--- config.mk ---
export PLATFORM = sky130hd
export DESIGN_NAME = sram_port_arbiter_flat
export DESIGN_NICKNAME = d
export VERILOG_FILES = /design/src/rtl/sram_port_arbiter_if.sv /design/src/rtl/sram_port_arbiter.sv /design/src/flat_wrapper.sv
export SDC_FILE = /design/constraint.sdc
export NUM_CORES = 1
export LEC_CHECK = 0
export CAP_MARGIN = 40
export CORE_MARGIN = 2
export CORE_UTILIZATION = 43
export DETAILED_ROUTE_END_ITERATION = 8
export GPL_TIMING_DRIVEN = 0
export PLACE_DENSITY_LB_ADDON = 0.25
export SLEW_MARGIN = 15
export SYNTH_ARGS = -nofsm -noshare
export SYNTH_HDL_FRONTEND = slang
export SYNTH_SLANG_ARGS = --single-unit
--- constraint.sdc ---
create_clock -name clk -period 4.8 [get_ports clk]
set_clock_uncertainty 0.15 [all_clocks]
set_input_delay 0.96 -clock clk [delete_from_list [all_inputs] [get_ports clk]]
set_output_delay 0.96 -clock clk [all_outputs]
set_load 0.03 [all_outputs]
--- src/rtl/sram_port_arbiter_if.sv ---
// Request/response bundle between the two requesters and the SRAM port arbiter.
// The master side belongs to the requesters and the slave side to the arbiter.
interface sram_port_arbiter_if #(
  parameter int AW = 7,
  parameter int DW = 16
);
  logic [1:0]    req_valid;
  logic [1:0]    req_ready;
  logic [1:0]    req_we;
  logic [AW-1:0] req_addr0;
  logic [AW-1:0] req_addr1;
  logic [DW-1:0] req_wdata0;
  logic [DW-1:0] req_wdata1;
  logic [1:0]    rsp_valid;
  logic [DW-1:0] rsp_rdata;

  modport master (
    output req_valid, req_we, req_addr0, req_addr1, req_wdata0, req_wdata1,
    input  req_ready, rsp_valid, rsp_rdata
  );

  modport slave (
    input  req_valid, req_we, req_addr0, req_addr1, req_wdata0, req_wdata1,
    output req_ready, rsp_valid, rsp_rdata
  );
endinterface

--- src/rtl/sram_port_arbiter.sv ---
// Shares one single-port SRAM macro between two requesters: zero-fills it after
// reset or on command, then grants round-robin with a fixed 3-cycle response latency.
module sram_port_arbiter #(
  parameter int AW = 7,
  parameter int DW = 16
) (
  input  logic          clk,
  input  logic          rst,
  input  logic          clear_start,
  output logic          busy,
  sram_port_arbiter_if.slave bus,
  output logic [AW-1:0] sram_a,
  output logic          sram_csb,
  output logic          sram_web,
  output logic          sram_oeb,
  output logic [DW-1:0] sram_i,
  input  logic [DW-1:0] sram_o
);
  localparam int DEPTH = 1 << AW;

  typedef enum logic {CLEAR, RUN} state_t;

  state_t        state, state_nxt;
  logic [AW-1:0] clr_cnt, clr_cnt_nxt;
  logic          prio;
  logic [1:0]    grant;
  logic          issue;
  logic          issue_port;
  logic          issue_we;
  logic [AW-1:0] issue_addr;
  logic [DW-1:0] issue_wdata;

  logic          vld_p0, vld_p1;
  logic          port_p0, port_p1;
  logic          rd_p0, rd_p1;

  always_ff @(posedge clk) begin
    if (rst) begin
      state   <= CLEAR;
      clr_cnt <= '0;
    end else begin
      state   <= state_nxt;
      clr_cnt <= clr_cnt_nxt;
    end
  end

  // Grants are only raised in RUN; a clear command lets this cycle's grant issue.
  always_comb begin
    state_nxt   = state;
    clr_cnt_nxt = clr_cnt;
    grant       = 2'b00;
    case (state)
      CLEAR: begin
        clr_cnt_nxt = clr_cnt + 1'b1;
        if (clr_cnt == AW'(DEPTH - 1)) state_nxt = RUN;
      end
      RUN: begin
        if (!rst) begin
          if (bus.req_valid == 2'b11) grant = prio ? 2'b10 : 2'b01;
          else                        grant = bus.req_valid;
        end
        if (clear_start) begin
          state_nxt   = CLEAR;
          clr_cnt_nxt = '0;
        end
      end
      default: state_nxt = CLEAR;
    endcase
  end

  assign bus.req_ready = grant;
  assign busy          = (state == CLEAR);
  assign sram_oeb      = (state != RUN);

  assign issue       = |grant;
  assign issue_port  = grant[1];
  assign issue_we    = issue_port ? bus.req_we[1] : bus.req_we[0];
  assign issue_addr  = issue_port ? bus.req_addr1 : bus.req_addr0;
  assign issue_wdata = issue_port ? bus.req_wdata1 : bus.req_wdata0;

  // Stage p0: macro pin registers; the macro samples them at the end of this cycle.
  always_ff @(posedge clk) begin
    if (rst) begin
      sram_csb <= 1'b1;
      sram_web <= 1'b1;
      sram_a   <= '0;
      sram_i   <= '0;
      vld_p0   <= 1'b0;
      prio     <= 1'b0;
    end else if (state == CLEAR) begin
      sram_csb <= 1'b0;
      sram_web <= 1'b0;
      sram_a   <= clr_cnt;
      sram_i   <= '0;
      vld_p0   <= 1'b0;
    end else if (issue) begin
      sram_csb <= 1'b0;
      sram_web <= !issue_we;
      sram_a   <= issue_addr;
      sram_i   <= issue_we ? issue_wdata : '0;
      vld_p0   <= 1'b1;
      prio     <= !issue_port;
    end else begin
      sram_csb <= 1'b1;
      sram_web <= 1'b1;
      vld_p0   <= 1'b0;
    end
  end

  always_ff @(posedge clk) begin
    port_p0 <= issue_port;
    rd_p0   <= !issue_we;
    port_p1 <= port_p0;
    rd_p1   <= rd_p0;
  end

  // Stage p1: macro drives sram_o; stage p2: registered completion to the requester.
  always_ff @(posedge clk) begin
    if (rst) begin
      vld_p1        <= 1'b0;
      bus.rsp_valid <= 2'b00;
      bus.rsp_rdata <= '0;
    end else begin
      vld_p1        <= vld_p0;
      bus.rsp_valid <= vld_p1 ? (port_p1 ? 2'b10 : 2'b01) : 2'b00;
      bus.rsp_rdata <= (vld_p1 && rd_p1) ? sram_o : '0;
    end
  end
endmodule
--- src/flat_wrapper.sv ---
// flat-port wrapper written by rule: the top's interface ports become plain ports
module sram_port_arbiter_flat 
#(
  parameter int AW = 7,
  parameter int DW = 16
)
  (clk, rst, clear_start, busy, sram_a, sram_csb, sram_web, sram_oeb, sram_i, sram_o, bus_req_valid, bus_req_we, bus_req_addr0, bus_req_addr1, bus_req_wdata0, bus_req_wdata1, bus_req_ready, bus_rsp_valid, bus_rsp_rdata);
  sram_port_arbiter_if #(.AW(AW), .DW(DW)) bus_i ();
  input  logic clk;
  input  logic rst;
  input  logic clear_start;
  output logic busy;
  output logic [AW-1:0] sram_a;
  output logic sram_csb;
  output logic sram_web;
  output logic sram_oeb;
  output logic [DW-1:0] sram_i;
  input  logic [DW-1:0] sram_o;
  input wire logic [$bits(bus_i.req_valid)-1:0] bus_req_valid;
  input wire logic [$bits(bus_i.req_we)-1:0] bus_req_we;
  input wire logic [$bits(bus_i.req_addr0)-1:0] bus_req_addr0;
  input wire logic [$bits(bus_i.req_addr1)-1:0] bus_req_addr1;
  input wire logic [$bits(bus_i.req_wdata0)-1:0] bus_req_wdata0;
  input wire logic [$bits(bus_i.req_wdata1)-1:0] bus_req_wdata1;
  output wire logic [$bits(bus_i.req_ready)-1:0] bus_req_ready;
  output wire logic [$bits(bus_i.rsp_valid)-1:0] bus_rsp_valid;
  output wire logic [$bits(bus_i.rsp_rdata)-1:0] bus_rsp_rdata;
  assign bus_i.req_valid = bus_req_valid;
  assign bus_i.req_we = bus_req_we;
  assign bus_i.req_addr0 = bus_req_addr0;
  assign bus_i.req_addr1 = bus_req_addr1;
  assign bus_i.req_wdata0 = bus_req_wdata0;
  assign bus_i.req_wdata1 = bus_req_wdata1;
  assign bus_req_ready = bus_i.req_ready;
  assign bus_rsp_valid = bus_i.rsp_valid;
  assign bus_rsp_rdata = bus_i.rsp_rdata;
  sram_port_arbiter #(.AW(AW), .DW(DW)) u_core (.clk(clk), .rst(rst), .clear_start(clear_start), .busy(busy), .bus(bus_i), .sram_a(sram_a), .sram_csb(sram_csb), .sram_web(sram_web), .sram_oeb(sram_oeb), .sram_i(sram_i), .sram_o(sram_o));
endmodule
==> run summary, run 1 <==
Die span in y = 77.9 um
Rows = 26
Clock buffer depth = 2
Cells after synthesis = 236
Flop pwr share = 49.2%
CP required = 3.69 ns
DP Worst Slack = 0.652 ns
Buffers on Ports = 115
Routability Congestion = 0.857
CP Buf/Inv Count = 5
Cts bufs inserted = 9
Vias = 2242
Max cap viols = 0
Hold Crit Class = flip-flop to flip-flop
Width of the die = 77.9 um
Final Cycle Share = 86.9%
Predominant post-synthesis flop cell = dfxtp_1
Most frequent cell after synthesis = dfxtp_1
Overall power = 0.997 mW
DRT Pass-1 Iters = 5
CTS sink cnt = 58
Nets = 432
DRC Markers = 0
Fin. Hold Viols = 0
Reg2reg setup slack = 2.97 ns
Post_cts resized = 0
Synth Net Count = 306
Max incr delay on CP = 0.67 ns
Leak = 1.47 nW
Setup repair bufs after CTS = 0
Pint = 0.773 mW
Grt total ovfl = 0
Worst setup SP type = input port
Clock power frac = 42.3%
Post-route setup slack = 0.630 ns
Sum Neg Setup Slack = 0 ns
Diode count = 0
CTS tree = yes
Number of global-route vias before repair = 2168
Clock transition at path regs = 0.06 ns
Worst VDD drop = 0.166 mV
Reg area = 1160 um2
Net Sw Frac = 22.4%
Net switching power = 0.224 mW
Starting Density = 45.1%
Top cell type's share of synthesized area = 49.4%
Outcome = complete, no violations
H-tree depth = 3
Routed length per placed instance = 14.6 um
Post-Syn Area per Cell = 9.95 um2
Crit path cell chain = clkdlybuf4s50_1, nor2b_4, or3_1, buf_6, clkinv_8, buf_12, clkdlybuf4s50_1
Inst Count DP = 421
Ys Warns = 0
CP most frequent cell = clkdlybuf4s50_1
Logic gate share of total power = 8.5%
Worst slew margin = 67.3%
Number of flops mapped to enable cells by yosys = 0
Routed WL = 6370 um
Setup crit end kind = primary output
Largest net degree at the start of global routing = 12
DP HPWL = 4710 um
Root buf cell = clkbuf_8
FMAX = 0.240 GHz
Die area = 6070 um2
Synth top area cells = dfxtp_1 49%, a221oi_2 7.7%, a21oi_1 5.8%
Share of layout cells above drive strength 1 = 11.2%
Slew Limit Fails = 0
Worst Path Max Fanout = 11
PwrDens = 264 nW/um2
Async SR Flop Fraction = 0%
Filler cell count = 421
Yosys reg bits = 58
First-pass GRT wire length = 10200 um
Clock latency on the worst-skew pair = 0.34 ns
Core ar. = 5200 um2
Non-filler instance count after layout = 437
Mapped Area = 2350 um2
Hold WS = 0.179 ns
Minimum clock period = 4.17 ns
RSZ-0062 raised after global routing = no
Worst Tran Pin Value = 0.491 ns
Critical path's top delay family = buffers and inverters
WS Path Type = input port to primary output
Hold Buf Count CTS = 0
Initial antenna violation count = 0
Setup-failing EPs final = 0
CP arrival = 3.06 ns
I/O pins = 116
Yosys cell types = 36
Avg Vias per Cell = 5.13
Synth-to-Final Area Change = 60.8%
Initial drt markers = 69
Area of the multi-input gates = 1030 um2
Cell type with the largest total area after synthesis = dfxtp_1
Sequential fraction of the synthesis area = 49.4%
GRT Util Overall = 21.9%
Post-route ant nets = 0
Slowest cell on the critical path = clkdlybuf4s50_1
Most frequent cells after synthesis = 58 x dfxtp_1, 27 x a21oi_1, 16 x and2_1, 16 x nor3_1, 13 x nor2_1
## placed cells by master (no fill, tap or decap), drive strengths merged, types with 9 or more instances in the layout
master           n
a221oi          15
and3             9
clkdlybuf4s50  115
nor3            16
a21oi           27
clkbuf          19
dfxtp           58
nor2            13
and2            16
buf             12
## state kept, by name (all words and copies together), names as in the netlist, 2 cells and up
register              flops
u_core.bus.rsp_valid      2
u_core.clr_cnt            7
u_core.sram_a             7
u_core.sram_i            16
u_core.bus.rsp_rdata     16
## final timing paths
kind,cells past startpoint,start,endpoint
min,0,u_core.rd_p0,u_core.rd_p1
max,7,bus_req_valid[0],bus_req_ready[1]
min reg2reg,0,u_core.rd_p0,u_core.rd_p1
max reg2reg,4,u_core.state,u_core.sram_a[0]
## per-layer routing
layer | vias to the layer above | part of all wire (%) | GRT usage (%) | wire [um]
li1 | 1111 | - | - | -
met3 | 17 | 7.2 | 6.16 | 459
met5 | - | 0 | 0 | 0
met1 | 1017 | 44 | 25.4 | 2780
met4 | 0 | 2.8 | 13.2 | 177
met2 | 97 | 46 | 35.7 | 2950
## power by group through the flow
| stage | sequential [mW] | clock, mW | combinational, mW |
|---|---|---|---|
| after floorplan | 0.504 | 0 | 0.0142 |
| after global placement | 0.500 | 0 | 0.0839 |
| after detailed placement | 0.501 | 0 | 0.0848 |
| after CTS | 0.490 | 0.430 | 0.0855 |
| after global routing | 0.490 | 0.451 | 0.0907 |
| final | 0.490 | 0.422 | 0.0851 |
## stage by stage
step | cell area (um2) | util, %
2_1_floorplan | 2350 | -
3_3_place_gp | 3590 | 68.9
3_5_place_dp | 3590 | 68.9
4_1_cts | 3780 | 72.6
5_1_grt | 3780 | 72.6
6_report | 3780 | 72.6
## worst reg2reg max path, cell delays in order, from the launching register on
cell       delay, ns
dfxtp_1         0.40
clkbuf_1        0.36
clkbuf_1        0.42
nor2_1          0.11
a2111oi_1       0.27
## cell families (layout without fill, tap and decap cells)
kind of cell	Yosys count	count (layout)	synth area share, %
and+or+nand+nor	80	80	19.0
muxes	8	8	3.41
buffers and inverters	24	155	6.87
adders and majority gates	1	1	0.533
DFF	58	58	49.4
AOI/OAI and AO/OA	65	65	20.8
## layout make-up
| class | instances | area share (%) |
|---|---|---|
| buffer | 19 | 3.44 |
| sequential | 58 | 30.7 |
| multi-input combinational | 154 | 27.2 |
| timing repair buffer | 115 | 30.5 |
| clock inverter | 4 | 0.662 |
| clock buffer | 12 | 4.37 |
| tap | 70 | 2.32 |
| inverter | 5 | 0.828 |
(Power assumes the default switching activity.)
==> run 2, diff against run 1 <==
--- a/config.mk
+++ b/config.mk
@@ -6,6 +6,7 @@
 export NUM_CORES = 1
 export LEC_CHECK = 0
 export CAP_MARGIN = 40
+export CORE_ASPECT_RATIO = 1.1
 export CORE_MARGIN = 2
 export CORE_UTILIZATION = 43
 export DETAILED_ROUTE_END_ITERATION = 8
==> run 2 against run 1 <==
Effect of this change:
- via count rose by 0.54%
- register-to-register slack about the same
- wire length grew 0.83%
- fmax is essentially flat
- die area is essentially flat
- critical path type unchanged
- largest cell class unchanged
- largest power group unchanged
- highest routed layer unchanged
==> run summary, run 2 (same netlist as run 1, synthesis figures left out) <==
First-pass GRT wire length = 9990 um (-1.7%)
DP Worst Slack = 0.641 ns (-0.0102 ns)
Nets = 432 (unchanged)
Area of the multi-input gates = 1030 um2 (unchanged)
CTS tree = yes
Routability Congestion = 0.803 (-6.3%)
Clock latency on the worst-skew pair = 0.32 ns (-0.02 ns)
Setup-failing EPs final = 0 (unchanged)
Die area = 6070 um2 (about the same)
Avg Vias per Cell = 5.10 (-0.60%)
Crit path cell chain = clkdlybuf4s50_1, nor2b_4, or3_1, buf_6, clkinv_8, buf_12, clkdlybuf4s50_1
Routed WL = 6420 um (+0.83%)
CP Buf/Inv Count = 5 (unchanged)
Clock transition at path regs = 0.07 ns (about the same)
Synth-to-Final Area Change = 61.7%
Max incr delay on CP = 0.67 ns (about the same)
Max cap viols = 0 (unchanged)
Leak = 1.48 nW (+0.73%)
Hold Buf Count CTS = 0 (unchanged)
Commonest cells after routing, fill and taps aside = 115 x clkdlybuf4s50_1, 58 x dfxtp_1, 27 x a21oi_1
H-tree depth = 3 (unchanged)
Core ar. = 5330 um2 (+2.3%)
Width of the die = 74.5 um (-4.4%)
Most common cell after layout, fill and taps aside = clkdlybuf4s50_1
DP HPWL = 4700 um (-0.26%)
Minimum clock period = 4.17 ns (+0.000920 ns)
Buffers on Ports = 115 (unchanged)
Critical path origin = bus_req_valid[0]
Initial antenna violation count = 0 (unchanged)
CP required = 3.69 ns (about the same)
Vias = 2254 (+0.54%)
Post-route setup slack = 0.630 ns (-0.000920 ns)
CP arrival = 3.06 ns (about the same)
Number of global-route vias before repair = 2154 (-0.65%)
PwrDens = 271 nW/um2 (+2.6%)
Reg2Reg Depth = 7 (+3)
Reg area = 1160 um2 (unchanged)
WS Path Type = input port to primary output
Worst slew margin = 67.7% (+0.38 points)
Rows = 28 (+7.7%)
Flop pwr share = 47.7% (-1.5 points)
Setup crit end = bus_req_ready[1]
Overall power = 1.03 mW (+3.1%)
Setup crit end kind = primary output
Largest registers = u_core.bus.rsp_rdata: 16 flops, u_core.sram_i: 16 flops
Post-route ant nets = 0 (unchanged)
Worst VDD drop = 0.210 mV (+27%)
Final Cell Area = 3800 um2 (+0.53%)
Fin. Hold Viols = 0 (unchanged)
Setup repair bufs after CTS = 0 (unchanged)
Largest net degree at the start of global routing = 12 (unchanged)
CTS sink cnt = 58 (unchanged)
Pint = 0.811 mW (+4.9%)
Post_cts resized = 0 (unchanged)
Clock buffer depth = 2 (unchanged)
FMAX = 0.240 GHz (about the same)
Reg2reg setup slack = 2.96 ns (about the same)
Hold Crit Class = flip-flop to flip-flop
CP most frequent cell = clkdlybuf4s50_1
Critical path's top delay family = buffers and inverters
Net Sw Frac = 21.1% (-1.3 points)
Cts bufs inserted = 9 (unchanged)
Grt total ovfl = 0 (unchanged)
DRC Markers = 0 (unchanged)
Die span in y = 81.5 um (+4.6%)
Logic gate share of total power = 8.3% (-0.2 points)
Diode count = 0 (unchanged)
Placed Area = 3590 um2 (+0.17%)
DRT Pass-1 Iters = 4 (-1)
Slowest cell on the critical path = clkdlybuf4s50_1
Net switching power = 0.217 mW (-3.0%)
Final Cycle Share = 86.9% (about the same)
Root buf cell = clkbuf_8
Worst Tran Pin Value = 0.485 ns (-0.00564 ns)
Outcome = complete, no violations
Initial drt markers = 68 (-1.4%)
Hold WS = 0.179 ns (-0.000272 ns)
Slew Limit Fails = 0 (unchanged)
Starting Density = 44.1% (-1.0 points)
Routed length per placed instance = 14.5 um (-0.31%)
Worst Path Max Fanout = 11 (unchanged)
Reg-to-reg startpoint = u_core.state
Clock power frac = 44.0% (+1.7 points)
Worst setup SP type = input port
I/O pins = 116 (unchanged)
Filler cell count = 445 (+5.7%)
Sum Neg Setup Slack = 0 ns (unchanged)
R2r endpoint = u_core.sram_i[7]
GRT Util Overall = 21.5% (-0.33 points)
Levels on crit path = 7 (unchanged)
Share of layout cells above drive strength 1 = 11.2% (unchanged)
RSZ-0062 raised after global routing = no
[run 2: per-layer routing]
layer	vias to the layer above	GRT usage, %	share of wire [%]
met1	1042	25.2	41
met4	0	8.04	1.4
met2	94	36.2	50
met3	8	7.36	7.6
li1	1110	-	-
met5	-	0	0
[run 2: how the worst min path moves through the flow]
| stage | to | start | slack, ns | cells past startpoint |
|---|---|---|---|---|
| 5_1_grt | u_core.rd_p1 | u_core.rd_p0 | 0.19 | 0 |
| 3_5_place_dp | u_core.rd_p1 | u_core.rd_p0 | 0.16 | 0 |
| 3_3_place_gp | u_core.port_p1 | u_core.port_p0 | 0.16 | 0 |
| 6_report | u_core.port_p1 | u_core.port_p0 | 0.18 | 0 |
| 2_1_floorplan | u_core.port_p1 | u_core.port_p0 | 0.16 | 0 |
| 4_1_cts | u_core.rd_p1 | u_core.rd_p0 | 0.18 | 0 |
[run 2: power groups by stage]
stage          combinational [mW]  clock [mW]  sequential (mW)
2_1_floorplan              0.0142           0            0.504
3_3_place_gp               0.0841           0            0.500
3_5_place_dp               0.0852           0            0.500
4_1_cts                    0.0859       0.467            0.490
5_1_grt                    0.0915       0.487            0.490
6_report                   0.0855       0.452            0.490
[run 2: layout make-up]
type | instances | share of cell area (%)
plain buffers | 19 | 3.43
clock buffers | 11 | 3.99
clock inverters | 5 | 1.38
inverters | 5 | 0.824
multi-input cells | 154 | 27.0
flip-flops and latches | 58 | 30.6
well taps | 75 | 2.47
repair buffers | 115 | 30.3
[run 2: through the flow]
step                      cells  util, %
after floorplan             236        -
after global placement      426     67.5
after detailed placement    426     67.5
after CTS                   442     71.3
after global routing        442     71.3
final                       442     71.3
